**config.mk**
```make
export PLATFORM = sky130hd
export DESIGN_NAME = cmd_issue_sched
export DESIGN_NICKNAME = d
export VERILOG_FILES = /design/src/rtl/cmd_issue_sched.sv
export SDC_FILE = /design/constraint.sdc
export NUM_CORES = 1
export LEC_CHECK = 0
export CAP_MARGIN = 15
export CORE_MARGIN = 3
export CORE_UTILIZATION = 31
export CTS_CLUSTER_SIZE = 10
export DETAILED_ROUTE_END_ITERATION = 10
export GPL_TIMING_DRIVEN = 0
export SLEW_MARGIN = 20
export SYNTH_ARGS = -nofsm -noshare
export SYNTH_HDL_FRONTEND = slang
export SYNTH_SLANG_ARGS = --single-unit
export TNS_END_PERCENT = 10
```
**constraint.sdc**
```tcl
create_clock -name clk -period 3.5 [get_ports clk]
set_input_delay 0.7 -clock clk [delete_from_list [all_inputs] [get_ports clk]]
set_output_delay 0.7 -clock clk [all_outputs]
set_load 0.02 [all_outputs]
```
**src/rtl/cmd_issue_sched.sv**
```systemverilog
`default_nettype none
// ============================================================================
//  Module   : cmd_issue_sched
//  Purpose  : Tags requester commands, issues them through a one-entry register
//             and tracks out-of-order completions, HLT/RST drain and errors.
//  Revision : 1.0 - initial release
// ============================================================================
module cmd_issue_sched #(
    parameter int MAX_OUT     = 4,
    parameter int TAG_W       = 2,
    parameter int OPD_W       = 64,
    parameter int LATENCY_MAX = 7
) (
    input  logic             clk,
    input  logic             rst,
    input  logic             req_vld,
    output logic             req_rdy,
    input  logic [2:0]       req_cmd,
    input  logic [OPD_W-1:0] req_opd1,
    input  logic [OPD_W-1:0] req_opd2,
    output logic             iss_vld,
    input  logic             iss_rdy,
    output logic [2:0]       iss_cmd,
    output logic [TAG_W-1:0] iss_tag,
    output logic [OPD_W-1:0] iss_opd1,
    output logic [OPD_W-1:0] iss_opd2,
    input  logic             cpl_vld,
    input  logic [TAG_W-1:0] cpl_tag,
    input  logic [2:0]       cpl_cmd,
    output logic [TAG_W:0]   outstanding,
    output logic             halted,
    output logic             err_timeout,
    output logic             err_cpl
);

    localparam int               AGE_W    = $clog2(LATENCY_MAX + 1);
    localparam logic [AGE_W-1:0] AGE_MAX  = AGE_W'(LATENCY_MAX);
    localparam logic [AGE_W-1:0] AGE_LAST = AGE_W'(LATENCY_MAX - 1);
    localparam logic [2:0]       CMD_RST  = 3'd0;
    localparam logic [2:0]       CMD_INIT = 3'd1;
    localparam logic [2:0]       CMD_HLT  = 3'd7;

    typedef enum logic [1:0] {
        ST_RUN    = 2'd0,
        ST_DRAIN  = 2'd1,
        ST_HALTED = 2'd2
    } state_t;

    state_t             state_q, state_d;
    logic [MAX_OUT-1:0] busy_q, busy_d;
    logic [MAX_OUT-1:0] issued_q, issued_d;
    logic [2:0]         cmd_q [MAX_OUT];
    logic [2:0]         cmd_d [MAX_OUT];
    logic [AGE_W-1:0]   age_q [MAX_OUT];
    logic [AGE_W-1:0]   age_d [MAX_OUT];

    logic               iss_vld_q, iss_vld_d;
    logic [2:0]         iss_cmd_q, iss_cmd_d;
    logic [TAG_W-1:0]   iss_tag_q, iss_tag_d;
    logic [OPD_W-1:0]   iss_opd1_q, iss_opd1_d;
    logic [OPD_W-1:0]   iss_opd2_q, iss_opd2_d;
    logic [TAG_W:0]     outstanding_q, outstanding_d;
    logic               err_timeout_q, err_timeout_d;
    logic               err_cpl_q, err_cpl_d;

    logic               free_any;
    logic [TAG_W-1:0]   free_tag;
    logic               is_compute;
    logic               slot_ok;
    logic               idle;
    logic               acc;
    logic               acc_compute;
    logic               acc_hlt;
    logic               acc_rst;
    logic               hs;
    logic               cpl_bad;
    logic               tmo_any;

    // Lowest-index free tag; tags freed this cycle only become visible next cycle.
    always_comb begin
        free_any = 1'b0;
        free_tag = '0;
        for (int i = MAX_OUT - 1; i >= 0; i--) begin
            if (!busy_q[i]) begin
                free_any = 1'b1;
                free_tag = TAG_W'(i);
            end
        end
    end

    assign is_compute = (req_cmd != CMD_RST) && (req_cmd != CMD_HLT);
    assign slot_ok    = free_any && (!iss_vld_q || iss_rdy);
    assign idle       = (outstanding_q == '0) && !iss_vld_q;

    always_comb begin
        req_rdy = 1'b0;
        if (!rst) begin
            case (state_q)
                ST_RUN: begin
                    if (req_cmd == CMD_HLT)      req_rdy = 1'b1;
                    else if (req_cmd == CMD_RST) req_rdy = idle;
                    else                         req_rdy = slot_ok;
                end
                ST_HALTED: req_rdy = (req_cmd == CMD_INIT) && slot_ok;
                default:   req_rdy = 1'b0;
            endcase
        end
    end

    assign acc         = req_vld && req_rdy;
    assign acc_compute = acc && is_compute;
    assign acc_hlt     = acc && (req_cmd == CMD_HLT);
    assign acc_rst     = acc && (req_cmd == CMD_RST);
    assign hs          = iss_vld_q && iss_rdy;

    // A tag issued this same cycle still has issued_q clear, so it is caught here too.
    assign cpl_bad = cpl_vld && (!busy_q[cpl_tag] || !issued_q[cpl_tag] ||
                                 (cmd_q[cpl_tag] != cpl_cmd));

    always_comb begin
        busy_d   = busy_q;
        issued_d = issued_q;
        tmo_any  = 1'b0;
        for (int i = 0; i < MAX_OUT; i++) begin
            cmd_d[i] = cmd_q[i];
            age_d[i] = age_q[i];
            if (busy_q[i] && issued_q[i]) begin
                if (age_q[i] != AGE_MAX) age_d[i] = age_q[i] + 1'b1;
                if ((age_q[i] == AGE_LAST) &&
                    !(cpl_vld && (cpl_tag == TAG_W'(i))))
                    tmo_any = 1'b1;
            end
            if (hs && (iss_tag_q == TAG_W'(i))) begin
                issued_d[i] = 1'b1;
                age_d[i]    = '0;
            end
            if (cpl_vld && (cpl_tag == TAG_W'(i))) begin
                busy_d[i]   = 1'b0;
                issued_d[i] = 1'b0;
                age_d[i]    = '0;
            end
            if (acc_compute && (free_tag == TAG_W'(i))) begin
                busy_d[i]   = 1'b1;
                issued_d[i] = 1'b0;
                cmd_d[i]    = req_cmd;
                age_d[i]    = '0;
            end
        end
    end

    always_comb begin
        outstanding_d = '0;
        for (int i = 0; i < MAX_OUT; i++) begin
            outstanding_d = outstanding_d + {{TAG_W{1'b0}}, busy_d[i]};
        end
    end

    always_comb begin
        iss_vld_d  = iss_vld_q;
        iss_cmd_d  = iss_cmd_q;
        iss_tag_d  = iss_tag_q;
        iss_opd1_d = iss_opd1_q;
        iss_opd2_d = iss_opd2_q;
        if (hs) iss_vld_d = 1'b0;
        if (acc_compute) begin
            iss_vld_d  = 1'b1;
            iss_cmd_d  = req_cmd;
            iss_tag_d  = free_tag;
            iss_opd1_d = req_opd1;
            iss_opd2_d = req_opd2;
        end
    end

    always_comb begin
        state_d = state_q;
        case (state_q)
            ST_RUN:    if (acc_hlt)     state_d = ST_DRAIN;
            ST_DRAIN:  if (idle)        state_d = ST_HALTED;
            ST_HALTED: if (acc_compute) state_d = ST_RUN;
            default:                    state_d = ST_RUN;
        endcase
    end

    // A new error in the same cycle as an RST command still lands.
    assign err_timeout_d = (err_timeout_q && !acc_rst) || tmo_any;
    assign err_cpl_d     = (err_cpl_q && !acc_rst) || cpl_bad;

    always_ff @(posedge clk) begin
        if (rst) begin
            state_q       <= ST_RUN;
            busy_q        <= '0;
            issued_q      <= '0;
            iss_vld_q     <= 1'b0;
            iss_cmd_q     <= '0;
            iss_tag_q     <= '0;
            iss_opd1_q    <= '0;
            iss_opd2_q    <= '0;
            outstanding_q <= '0;
            err_timeout_q <= 1'b0;
            err_cpl_q     <= 1'b0;
            for (int i = 0; i < MAX_OUT; i++) begin
                cmd_q[i] <= '0;
                age_q[i] <= '0;
            end
        end else begin
            state_q       <= state_d;
            busy_q        <= busy_d;
            issued_q      <= issued_d;
            iss_vld_q     <= iss_vld_d;
            iss_cmd_q     <= iss_cmd_d;
            iss_tag_q     <= iss_tag_d;
            iss_opd1_q    <= iss_opd1_d;
            iss_opd2_q    <= iss_opd2_d;
            outstanding_q <= outstanding_d;
            err_timeout_q <= err_timeout_d;
            err_cpl_q     <= err_cpl_d;
            for (int i = 0; i < MAX_OUT; i++) begin
                cmd_q[i] <= cmd_d[i];
                age_q[i] <= age_d[i];
            end
        end
    end

    assign iss_vld     = iss_vld_q;
    assign iss_cmd     = iss_cmd_q;
    assign iss_tag     = iss_tag_q;
    assign iss_opd1    = iss_opd1_q;
    assign iss_opd2    = iss_opd2_q;
    assign outstanding = outstanding_q;
    assign halted      = (state_q == ST_HALTED);
    assign err_timeout = err_timeout_q;
    assign err_cpl     = err_cpl_q;

endmodule
`default_nettype wire

```
Word level (Yosys, flattened, before mapping)
Memories as Yosys holds them, arrays and structs flattened.
Cells that the tools add are included.
Storage, ports and cells
  memories kept: 2
  input port bits: 141
  logic and storage cells: 197
  output and inout bits: 141
  memory bits (writable): 24
  register bits: 149
Memory list
  age_q: words 4, bits a word 3, read ports 4, clocked after memory_dff 0, wr ports 4, RTL line 54  | logic [AGE_W-1:0] age_q [MAX_OUT];
  cmd_q: words 4, bits a word 3, read ports 1, clocked after memory_dff 0, wr ports 4, RTL line 52  | logic [2:0] cmd_q [MAX_OUT];
Cells by class
  reductions and logical operators: 62
  $add $sub $neg: 7
  mux-type cells: 73
  bitwise operators: 8
  $lt $le $gt $ge: 1
  equality and inequality tests: 30
Operator list (count)
  $mux 3: 32
  $logic_and 1x1->1: 32
  $mux 1: 30
  $eq 3x3->1 const B: 5
  $ne 3x3->1 const B: 5
  $eq 2x2->1 const B: 7
  $mux 2: 7
  $add 3x1->3 const B: 4
  $reduce_or 3->1: 4
  $eq 2x1->1 const B: 4
  $logic_not 1->1: 8
  $logic_not 2->1: 4
  $or 1x1->1: 8
  $reduce_and 2->1: 4
  $logic_not 3->1: 2
  $pmux 2 s3: 1
  $logic_or 1x1->1: 5
  $bmux 1 s2: 2
  $ne 1x1->1 const B: 4
  $ne 2x2->1 const B: 2
  $add 2x1->3: 1
  $add 3x1->3: 1
  $eq 3x1->1 const B: 1
  $lt 2x3->1 const B: 1
  other kinds (7): 7

Depth between registers and ports, before layout
Gate-level depths: netlist of the first run.
  word-level depth: 16
  gate-level depth with buffers: 11
  mapped depth without buffers: 8

Worst setup path before layout of the first run
OpenSTA, ideal clock, no wires.
  path kind: input to register
  start point: input port req_cmd[1]
  end point: register outstanding_q[1], in the netlist outstanding[1]
  setup time: 0.126 ns
  setup slack: 0.336 ns
  buffers on the path: 1
  data required time: 3.374 ns
  stages: 9
  arrival time: 3.038 ns
  cell sequence: o21a_1 -> or4_1 -> buf_2 -> or3_1 -> o21ai_1 -> fa_1 -> ha_1 -> ha_1 -> nor2b_1
On the way
  longest elaborated chain between the ends: 12
  elaborated cells between the ends (all ways): 24
  classes of those cells: add/sub: 3; eq/ne: 3; mux: 8; reduce/logical: 10
RTL lines
  start, declared: RTL line 18  | input logic [2:0] req_cmd,
  $logic_not 3->1: RTL line 101  | else if (req_cmd == CMD_RST) req_rdy = idle;
  $mux 1: RTL line 101
  $mux 1: RTL line 100  | if (req_cmd == CMD_HLT) req_rdy = 1'b1;
  $pmux 1 s2: RTL line 98  | case (state_q)
  $mux 1: RTL line 97  | if (!rst) begin
  $logic_and 1x1->1: RTL line 110  | assign acc = req_vld && req_rdy;
  $logic_and 1x1->1 (*): RTL line 111  | assign acc_compute = acc && is_compute;
  $logic_and 1x1->1 (*): RTL line 142  | if (acc_compute && (free_tag == TAG_W'(i))) begin
  $mux 1 (*): RTL line 142
  named net busy_d[0]: RTL line 50  | logic [MAX_OUT-1:0] busy_q, busy_d;
  $add 1x1->2 (*): RTL line 154  | outstanding_d = outstanding_d + {{TAG_W{1'b0}}, busy_d[i]};
  $add 2x1->3 (*): RTL line 154
  $add 3x1->3 (*): RTL line 154
  named net outstanding_d[1]: RTL line 62  | logic [TAG_W:0] outstanding_q, outstanding_d;
  end signal, assigned: RTL line 214  | outstanding_q <= outstanding_d;
  end, declared: RTL line 62
Mark *: on every way through the listed nets, which the timed path passes. The rest lies on a longest branch.
A chain may end at the register's enable or synchronous reset.

Worst setup path in the final report of the first run
  start point: input port iss_rdy
  end point: register outstanding_q[1], in the netlist outstanding[1]
On the way
  longest elaborated chain between the ends: 13
  elaborated cells between the ends (all ways): 20
  classes of those cells: add/sub: 3; mux: 8; reduce/logical: 9
RTL lines
  start, declared: RTL line 22  | input logic iss_rdy,
  $logic_or 1x1->1 (*): RTL line 92  | assign slot_ok = free_any && (!iss_vld_q || iss_rdy);
  $logic_and 1x1->1 (*): RTL line 92
  $mux 1: RTL line 101
  $mux 1: RTL line 100
  $pmux 1 s2 (*): RTL line 98
  $mux 1 (*): RTL line 97
  $logic_and 1x1->1 (*): RTL line 110
  $logic_and 1x1->1 (*): RTL line 111
  $logic_and 1x1->1 (*): RTL line 142
  $mux 1 (*): RTL line 142
  named net busy_d[0]: RTL line 50
  $add 1x1->2 (*): RTL line 154
  $add 2x1->3 (*): RTL line 154
  $add 3x1->3 (*): RTL line 154
  named net outstanding_d[1]: RTL line 62
Marks and branches as above.

==> summary by stage, run 1 <==
Clock tree
The clock tree from TritonCTS is built. The count of H-tree levels built during CTS is 4. Buffers inserted during clock tree synthesis total 17. The tree is rooted in a sky130_fd_sc_hd__clkbuf_16. The longest clock path from root to sink contains 2 buffers. The sink count of the clock tree is ~170. The number of hold-repair buffers added at the cts stage is 0. After clock tree synthesis, the clock-pin slew on the worst setup and hold paths is 70 ps. The worst-skew pair later-pin latency is between 400 and 500 ps.

Setup path
The kind of end point of the critical path is a flip-flop. The peak per-stage delay on the critical path is ~550 ps. The buffer and inverter count on the worst path is 2. The arrival time at the worst endpoint is 3680 ps. In this run the worst path has a maximum fanout of 5. The cell family contributing the most delay on the critical path is simple AND/OR/NAND/NOR gates. The launching element type of the critical path is an input port. The critical path is of the in -> reg type.

The largest individual stage delay along the critical path comes from the cell sky130_fd_sc_hd__clkdlybuf4s50_1. The signal on the critical path passes through clkdlybuf4s50_1 > nor2b_1 > or4_1 > buf_2 > or3_1 > o21ai_2 > fa_1 > ha_1 > ha_1 > nor2b_1. The required time reported for the critical path endpoint is 3800 ps.

Logic synthesis
For this run, the register share of the synthesized area comes to 0.454. In the synthesized netlist, the number of instances is 866. The cell area after technology mapping is slightly below 0.008 mm2. The Yosys warning count is 0. The flip-flop and latch count after synthesis is 173. For this run, asynchronously set or reset flops after synthesis account for 0.

The synthesized area per cell is roughly 9.1 um2. The number of nets in the synthesized netlist is 1022. The netlist uses 47 different library cells. In this run, synthesis inferred 12 flip-flops with an integrated enable. Among all flip-flop cells after synthesis, the most frequent one is sky130_fd_sc_hd__dfxtp_1.

Die
The width of the die is around 170 um. The number of top-level pins is 282. The die covers around 0.027 mm2. The floorplan step set the die height to between 150 and 200 um. The initialized floorplan defines 57 standard-cell rows. The core region is about 0.025 mm2. For this configuration, the core starts out at a cell density of 0.320.

Timing
For the pin with the worst max-slew slack, the measured transition is 864 ps. The final cycle utilization of the critical path is 0.966. The clock tree skew after final layout is between 10 and 15 ps.

The number of hold violations in the final report is 0. For this run, the top clock speed supported by timing is about 300 MHz. The worst slew margin relative to its limit is 0.424. The minimum clock period after layout is approximately 3400 ps.

Setup violations remaining at the end of the flow were counted as 0. The final-layout worst hold slack is around 470 ps. The total negative slack for setup checks is 0 ps.

The max-slew violation count is 0. Setup repair after global routing left no endpoint under its margin.

Finish
The top cell types in the final layout, fill and taps aside, are sky130_fd_sc_hd__clkdlybuf4s50_1 (275), sky130_fd_sc_hd__dfxtp_1 (161), sky130_fd_sc_hd__a21oi_1 (144). The signed area change from the synthesized netlist to the final layout is 47.6%. The number of diodes is 0.

The count of non-filler cells in the finished layout is 1500. The library cell used most frequently in the layout, excluding fill and tap cells, is sky130_fd_sc_hd__clkdlybuf4s50_1. The fraction of final layout cells with drive strength greater than 1 is 0.0604.

At the end of the flow, the number of nets in the layout was ~1300.

Global route
The number of antenna violations at the first check in global routing is 0. The maximum number of pins on one net before global-route repair is 20. In the global route stage, overall resource usage came out at 0.210.

The wire length of the first global-routing pass is approximately 47000 um. The via count of the first global-routing pass is a little over 8000. The total global routing overflow is 0.

Flow run
The count of maximum capacitance violations is 0.

Place
The number of instances in the placed design is approximately 1500. Input and output buffers added on the ports amount to approximately 280. The weighted congestion at the end of routability-driven global placement is around 0.85. The half-perimeter wire length after placement is roughly 22000 um.

Power and ir drop
IR analysis of the VDD net gives a maximum drop of between 0.2 and 0.25 mV. The leakage power is ~4.0 nW. Dividing total power by cell area gives a power density of 420 mW/mm2.

Detailed routing
The per-cell routed wire length is approximately 20 um. Wires add up to between 30000 and 40000 um. The final routed DRC violation total is 0.

The first-iteration detailed-routing DRC count is around 500. Summing over every cut layer, the via total after detailed routing is around 8000. Once detail routing completed, the nets flagged for antenna violations numbered 0.

Dividing the detail-routed via count by the number of cells gives 5.46. Before antenna repair, the detailed router went through 5 iterations.

Status
The flow ran to the end, and the final reports show no timing, DRC or antenna violations.

Min path
The tightest min-delay check is of the reg -> reg type.
per-layer routing:
metal	part of all wire	vias to the layer above	global-route usage
met3	0.064	34	0.0541
met2	0.47	279	0.343
met5	0	-	0
met4	0.018	0	0.0571
li1	-	3936	-
met1	0.45	3941	0.277
synthesized netlist by cell type (2+ instances only):
library cell,instances,share of area
sky130_fd_sc_hd__a21oi_1,144,0.091
sky130_fd_sc_hd__a31oi_1,5,0.0040
sky130_fd_sc_hd__and2_1,7,0.0055
sky130_fd_sc_hd__and3_1,7,0.0055
sky130_fd_sc_hd__buf_1,10,0.0048
sky130_fd_sc_hd__buf_2,8,0.0051
sky130_fd_sc_hd__buf_6,15,0.021
sky130_fd_sc_hd__clkbuf_1,82,0.039
sky130_fd_sc_hd__dfxtp_1,161,0.41
sky130_fd_sc_hd__edfxtp_1,12,0.046
sky130_fd_sc_hd__ha_1,14,0.022
sky130_fd_sc_hd__inv_1,7,0.0033
sky130_fd_sc_hd__mux2i_1,6,0.0076
sky130_fd_sc_hd__mux4_2,4,0.011
sky130_fd_sc_hd__nand2_1,19,0.0090
sky130_fd_sc_hd__nand2b_1,6,0.0048
sky130_fd_sc_hd__nand3_1,4,0.0025
sky130_fd_sc_hd__nand3b_1,5,0.0048
sky130_fd_sc_hd__nand4_1,139,0.11
sky130_fd_sc_hd__nor2_1,15,0.0071
sky130_fd_sc_hd__nor2b_1,8,0.0063
sky130_fd_sc_hd__nor3_1,15,0.0095
sky130_fd_sc_hd__nor4_2,2,0.0032
sky130_fd_sc_hd__o21ai_0,10,0.0063
sky130_fd_sc_hd__o31ai_1,133,0.13
sky130_fd_sc_hd__or2_2,2,0.0016
sky130_fd_sc_hd__xnor2_1,4,0.0044
sky130_fd_sc_hd__xor2_1,3,0.0033
power by group:
part           internal [W]  switching [W]
Sequential          0.00208      0.0000493
Clock              0.000952       0.000849
Combinational      0.000417       0.000554
cells by family after synthesis:
family          after synthesis  share of synthesized area
flops                       173                      0.454
xor+xnor                      7                    0.00776
compound gates              302                      0.241
simple gates                237                      0.181
fa+ha+maj                    15                     0.0247
mux                          10                     0.0190
buf+inv                     122                     0.0735
final timing paths:
check        slack, ps  cells after the start         start        endpoint
max                120                     10       iss_rdy  outstanding[1]
min                470                      2  iss_opd2[32]    iss_opd2[32]
max reg2reg        390                     11     busy_q[2]  outstanding[1]
min reg2reg        470                      2  iss_opd2[32]    iss_opd2[32]
tightest hold or removal path: cells and delay by family (launching register included):
kind,cells,cell delay [ps]
AOI/OAI and AO/OA,2,120
DFF,1,310
timing repair:
action,4_1_cts,5_1_grt
gates resized for setup,9,1
gates cloned,0,0
endpoints found under the setup margin,4,1
pin swaps,1,0
buffers inserted,1,0
cell type report:
cell class,count,area (um2)
Multi-Input combinational cell,571,3750
Timing Repair Buffer,280,2800
Tap cell,324,405
Fill cell,2444,13000
Clock buffer,20,457
Clock inverter,11,82.6
Inverter,7,26.3
Sequential cell,173,3580
Buffer,114,558
state kept, by name, indices dropped and copies added, names as in the netlist:
| register | count |
|---|---|
| iss_vld | 1 |
| state_q | 2 |
| issued_q | 4 |
| iss_tag | 2 |
| busy_q | 4 |
| cmd_q | 12 |
| iss_cmd | 3 |
| err_timeout | 1 |
| iss_opd2 | 64 |
| err_cpl | 1 |
| age_q | 12 |
| outstanding | 3 |
| iss_opd1 | 64 |
stage by stage:
stage | instance area [um2] | worst slack (ps) | total power, W | utilization
floorplan | 7900 | 336 | 0.00265 | -
global placement | 11100 | -1200 | 0.00313 | 0.450
detailed placement | 11100 | -1150 | 0.00313 | 0.450
CTS | 11700 | 87.5 | 0.00492 | 0.472
global route | 11700 | 20.6 | 0.00509 | 0.472
finish | 11700 | 119 | 0.00490 | 0.472
(Power assumes the default switching activity.)
==> run 2, diff against run 1 <==
--- a/config.mk
+++ b/config.mk
@@ -5,12 +5,13 @@
 export SDC_FILE = /design/constraint.sdc
 export NUM_CORES = 1
 export LEC_CHECK = 0
-export CAP_MARGIN = 15
 export CORE_MARGIN = 3
-export CORE_UTILIZATION = 31
+export CORE_UTILIZATION = 45
 export CTS_CLUSTER_SIZE = 10
 export DETAILED_ROUTE_END_ITERATION = 10
 export GPL_TIMING_DRIVEN = 0
+export HOLD_SLACK_MARGIN = 0.12
+export PLACE_DENSITY = 0.8
 export SLEW_MARGIN = 20
 export SYNTH_ARGS = -nofsm -noshare
 export SYNTH_HDL_FRONTEND = slang
==> run 2 against run 1 <==
- clock power rose by 3%
- total power rose by 0.84%
- highest routed layer unchanged
- register-to-register slack improved by 30 ps
- wire length fell by 4.7%
- sequential cell count did not move
- design area fell by 0.81%
- worst hold slack improved by 2.3 ps
- critical path type unchanged
- non-clock buffer count did not move
==> summary by stage, run 2 (synthesis results as in run 1) <==
Clock tree
The clock-pin slew reported for the worst setup and hold paths after clock tree synthesis is ~60 ps. The maximum root-to-sink buffer count is 2. TritonCTS built the clock tree. The tree is rooted in a sky130_fd_sc_hd__clkbuf_16. The number of buffers created by CTS is 17. The sink count of the clock tree is 173. In this run, post-CTS hold repair placed 0 buffers.

The worst-skew pair later-pin latency is roughly 420 ps. The count of H-tree levels built during CTS is 4.

Setup path
The buffer and inverter count on the worst path is 2. STA classifies the critical path startpoint as an input port. The arrival time at the worst endpoint is around 3700 ps. In this run the worst path has a maximum fanout of 5. The critical path capture point is outstanding[1]. The slowest stage of the critical path belongs to the cell sky130_fd_sc_hd__clkdlybuf4s50_1. The critical register-to-register path startpoint is iss_vld. The setup slack of the worst register-to-register path is 420 ps. The end of the worst register-to-register path is outstanding[1]. Counting cells, the worst reg-to-reg path comes to 9.

The worst setup path category is in -> reg. In this run the number of cells on the critical path is 10. The critical path starts at iss_rdy.

Traced cell by cell, the critical path runs through clkdlybuf4s50_1 > nor2b_1 > or4_1 > buf_2 > or3_1 > o21ai_2 > fa_1 > ha_1 > ha_1 > nor2b_1. The worst setup path is captured at a flip-flop. The peak per-stage delay on the critical path is about 520 ps. STA puts the critical path data required time at 3790 ps. The cell family contributing the most delay on the critical path is simple AND/OR/NAND/NOR gates.

Timing
The clock tree skew after final layout is 6.30 ps. Final hold analysis gives a worst-case slack of ~470 ps. Adding up every negative setup slack in the final design gives 0 ps. The final cycle utilization of the critical path is 0.982. Timing would allow up to approximately 290 MHz. Setup slack on the critical path of the routed design comes to around 64 ps. The measured slew at the worst slew-check pin is slightly below 800 ps. The worst slew margin relative to its limit is 0.472.

The max-slew violation count is 0. The number of hold violations in the final report was 0. Setup violations remaining at the end of the flow were counted as 0. The clock period could shrink to around 3400 ps.

Die
The floorplan has 47 rows. The initial utilization of the core area, before any placement, comes to 0.468. In this run the vertical extent of the chip is between 100 and 150 um. The width of the die is 138 um.

The number of top-level pins is about 280. The placeable core area is around 0.017 mm2. The floorplan die area is ~0.019 mm2.

Power and ir drop
The power per standard cell area is 427 mW/mm2. The leakage power is 4.07 nW. IR analysis of the VDD net gives a maximum drop of 0.361 mV.

Global route
The met2 global-route usage is 0.470. The maximum number of pins on one net before global-route repair is 20. The met3 usage in global routing is 0.0849. The combined global-route utilization of all metal layers is 0.285. The via count of the first global-routing pass is between 8000 and 9000. The number of antenna violations at the first check in global routing is 0. In the global route stage, met1 resource usage came out at 0.352. The global routing stage identified its most utilized layer as met2. For this run the aggregate overflow at the end of global routing stands at 0. The wire length of the first global-routing pass is 44400 um.

Finish
The finished cells cover 0.0116 mm2. The number of antenna diodes in the final layout is 0. The layout net count is ~1300. In the final layout, the share of cells above drive strength 1 is 0.0612. The top cell types in the final layout, fill and taps aside, are sky130_fd_sc_hd__clkdlybuf4s50_1 (275), sky130_fd_sc_hd__dfxtp_1 (161), sky130_fd_sc_hd__a21oi_1 (144).

The multi-input combinational cells in the finished layout cover a total of between 0.003 and 0.004 mm2. The signed area change from the synthesized netlist to the final layout is 46.4%. The filler cells instantiated in the layout total around 1300. The most common cell after layout, fill and taps aside is sky130_fd_sc_hd__clkdlybuf4s50_1. The count of non-filler cells in the finished layout is ~1400.

The area taken by flip-flops and latches is ~0.0036 mm2.

Place
After legalization and detailed placement, the total HPWL measured about 20000 um. During placement, the flow inserted port buffers numbering around 280. The weighted congestion at the end of routability-driven global placement is 0.909.

Before CTS, the worst setup slack after placement is -1080 ps. The post-detailed-placement cell area is roughly 0.011 mm2. Including well taps, the total number of placed cells is between 1000 and 1500.

Min path
In this run the worst hold path is classified as reg -> reg.

Detailed routing
The first detailed-routing pass took 5 iterations. After detailed routing, the number of vias per cell comes to approximately 6. For this run, design rule violations remaining after detail routing come to 0. The remaining number of nets flagged by the antenna check after routing is 0. The detailed router finished its first iteration with roughly 530 violations. The per-cell routed wire length is between 20 and 25 um. The total length of routed wires is approximately 29000 um. The via count is between 8000 and 9000.

Flow run
The count of maximum capacitance violations is 0.

Status
The run finished with clean final reports.
## run 2: power by group
group | switching, W | internal [W] | total, W
registers | 0.0000484 | 0.00208 | 0.00213
clock network | 0.000792 | 0.00105 | 0.00185
logic | 0.000550 | 0.000418 | 0.000968
total | 0.00139 | 0.00355 | 0.00494
## run 2: worst min-delay path by stage
stage,slack [ps],depth (start not counted),from,end
2_1_floorplan,470,1,state_q[1],state_q[0]
3_3_place_gp,440,2,err_cpl,err_cpl
3_5_place_dp,460,2,iss_opd2[46],iss_opd2[46]
4_1_cts,470,2,iss_opd2[46],iss_opd2[46]
5_1_grt,490,2,iss_opd2[33],iss_opd2[33]
6_report,470,2,iss_opd1[54],iss_opd1[54]
## run 2: per-stage QoR
stage / power [W] / util
2_1_floorplan: 0.00265 / -
3_3_place_gp: 0.00311 / 0.650
3_5_place_dp: 0.00311 / 0.650
4_1_cts: 0.00493 / 0.685
5_1_grt: 0.00510 / 0.685
6_report: 0.00494 / 0.685
## run 2: layout make-up
cell class                      instances  area share
Multi-Input combinational cell        571       0.324
Sequential cell                       173       0.310
Timing Repair Buffer                  280       0.242
Buffer                                114      0.0484
Clock buffer                           22      0.0419
Tap cell                              220      0.0238
Clock inverter                          9     0.00747
Inverter                                7     0.00227
## run 2: per-layer routing
metal	share of wire	vias up	routed length [um]
li1	-	3933	-
met1	0.40	3960	11500
met2	0.48	402	13800
met3	0.087	69	2490
met4	0.033	0	937
met5	0	-	0
## run 2: worst register-to-register path: cells and delay by family (launching register included)
family | cells | cell delay (ps)
simple gates | 4 | 1270
buf+inv | 1 | 190
compound gates | 1 | 220
fa+ha+maj | 3 | 910
flops | 1 | 360
## run 2: repair_timing
item,4_1_cts,5_1_grt
buffers inserted,1,0
gates resized for setup,8,4
pin swaps,1,0
setup endpoints to repair,4,3
==> RTL edit: new RTL, flow settings as in run 1 <==
Make the reset (`rst`) asynchronous in one clocked block.
--- a/src/rtl/cmd_issue_sched.sv
+++ b/src/rtl/cmd_issue_sched.sv
@@ -185,7 +185,7 @@
     assign err_timeout_d = (err_timeout_q && !acc_rst) || tmo_any;
     assign err_cpl_d     = (err_cpl_q && !acc_rst) || cpl_bad;
 
-    always_ff @(posedge clk) begin
+    always_ff @(posedge clk or posedge rst) begin
         if (rst) begin
             state_q       <= ST_RUN;
             busy_q        <= '0;
Check against the original RTL: differs if rst is asserted again (counterexample within 4 cycles, from zero or initial values and one cycle with rst high); with rst held inactive, the same outputs for 4 cycles.
==> RTL edit against run 1 <==
- first-iteration DRC count decreased by 78%
- worst setup slack improved by 0.0067 ns
- register-to-register slack better by 0.32 ns
- routed wire length fell by 35%
- synthesized area down 9.0%
- sequential cell count is the same
- hold slack gained 0.021 ns
- design area fell by 5.0%
- largest cell class is now registers
- highest routed layer unchanged
Power is not compared: it rests on default switching activity, and its combinational part moved more than twofold at a synthesized area within 25%.
==> RTL edit: results (changes against run 1) <==
metric,value,unit,change
Slew HR,50.2,%,+7.8 points
outcome,"finished, final reports clean",,
M1 GR Usage,18.0,%,-9.8 points
crit path DAT,2.67,ns,-1.01 ns
GRT met3 Usage,5.52,%,+0.11 points
"Setup Fix Bufs, Post-CTS",0,,-1
Post-synth ARST share,100,%,+100 points
first-pass GRT wire length,30300,um,-35%
M2 GR Usage,27.6,%,-6.7 points
Hold Slack,0.488,ns,+0.0209 ns
Setup crit end,req_rdy,,
reg-to-reg setup timing slack,0.71,ns,+0.32 ns
Commonest cells post-synth,"dfrtp_1 (173), mux2_2 (91), mux2_1 (54)",,
CP Launch Point,req_cmd[2],,
placed cell area,0.0105,sq mm,-5.5%
gpl congestion,0.791,,-6.6%
hold-critical path endpoint,cmd_q[3],,
area of the multi-input gates,0.00265,sq mm,-29%
RR Startpoint,iss_vld,,
nets,944,,-28%
CLK BUF,18,,-10%
Via density,4.63,,-15%
multi-input gates,281,,-51%
dpl hpwl,15100,um,-30%
CP top delay family,buffers and inverters,,
==> RTL edit: cell count changes in the layout (fill, tap and decap cells not counted), moves of 16 or more <==
cell,run 1,this run
a21oi_1,144,6
buf_6,16,0
clkbuf_1,81,5
dfrtp_1,0,173
dfxtp_1,161,0
mux2_1,0,54
mux2_2,0,91
nand4_1,139,4
o31ai_1,133,1
==> RTL edit: logic make-up after synthesis <==
logic type	count (synthesis)	share of synthesized area (%)
compound gates	22	1.95
xor+xnor	7	0.853
fa+ha+maj	15	2.71
buf+inv	29	2.92
flops	173	60.2
mux	153	24.5
simple gates	84	6.84
==> RTL edit: where the power goes <==
part	internal (uW)	switching (uW)	leakage [uW]
Combinational	2260	2030	0.00231
Clock	1030	859	0.000290
Sequential	2900	510	0.00209
==> RTL edit: repair_timing <==
| item | in CTS | in global routing |
|---|---|---|
| resized for setup | 3 | 0 |
| setup endpoints to repair | 1 | 1 |
| pin swaps | 0 | 1 |
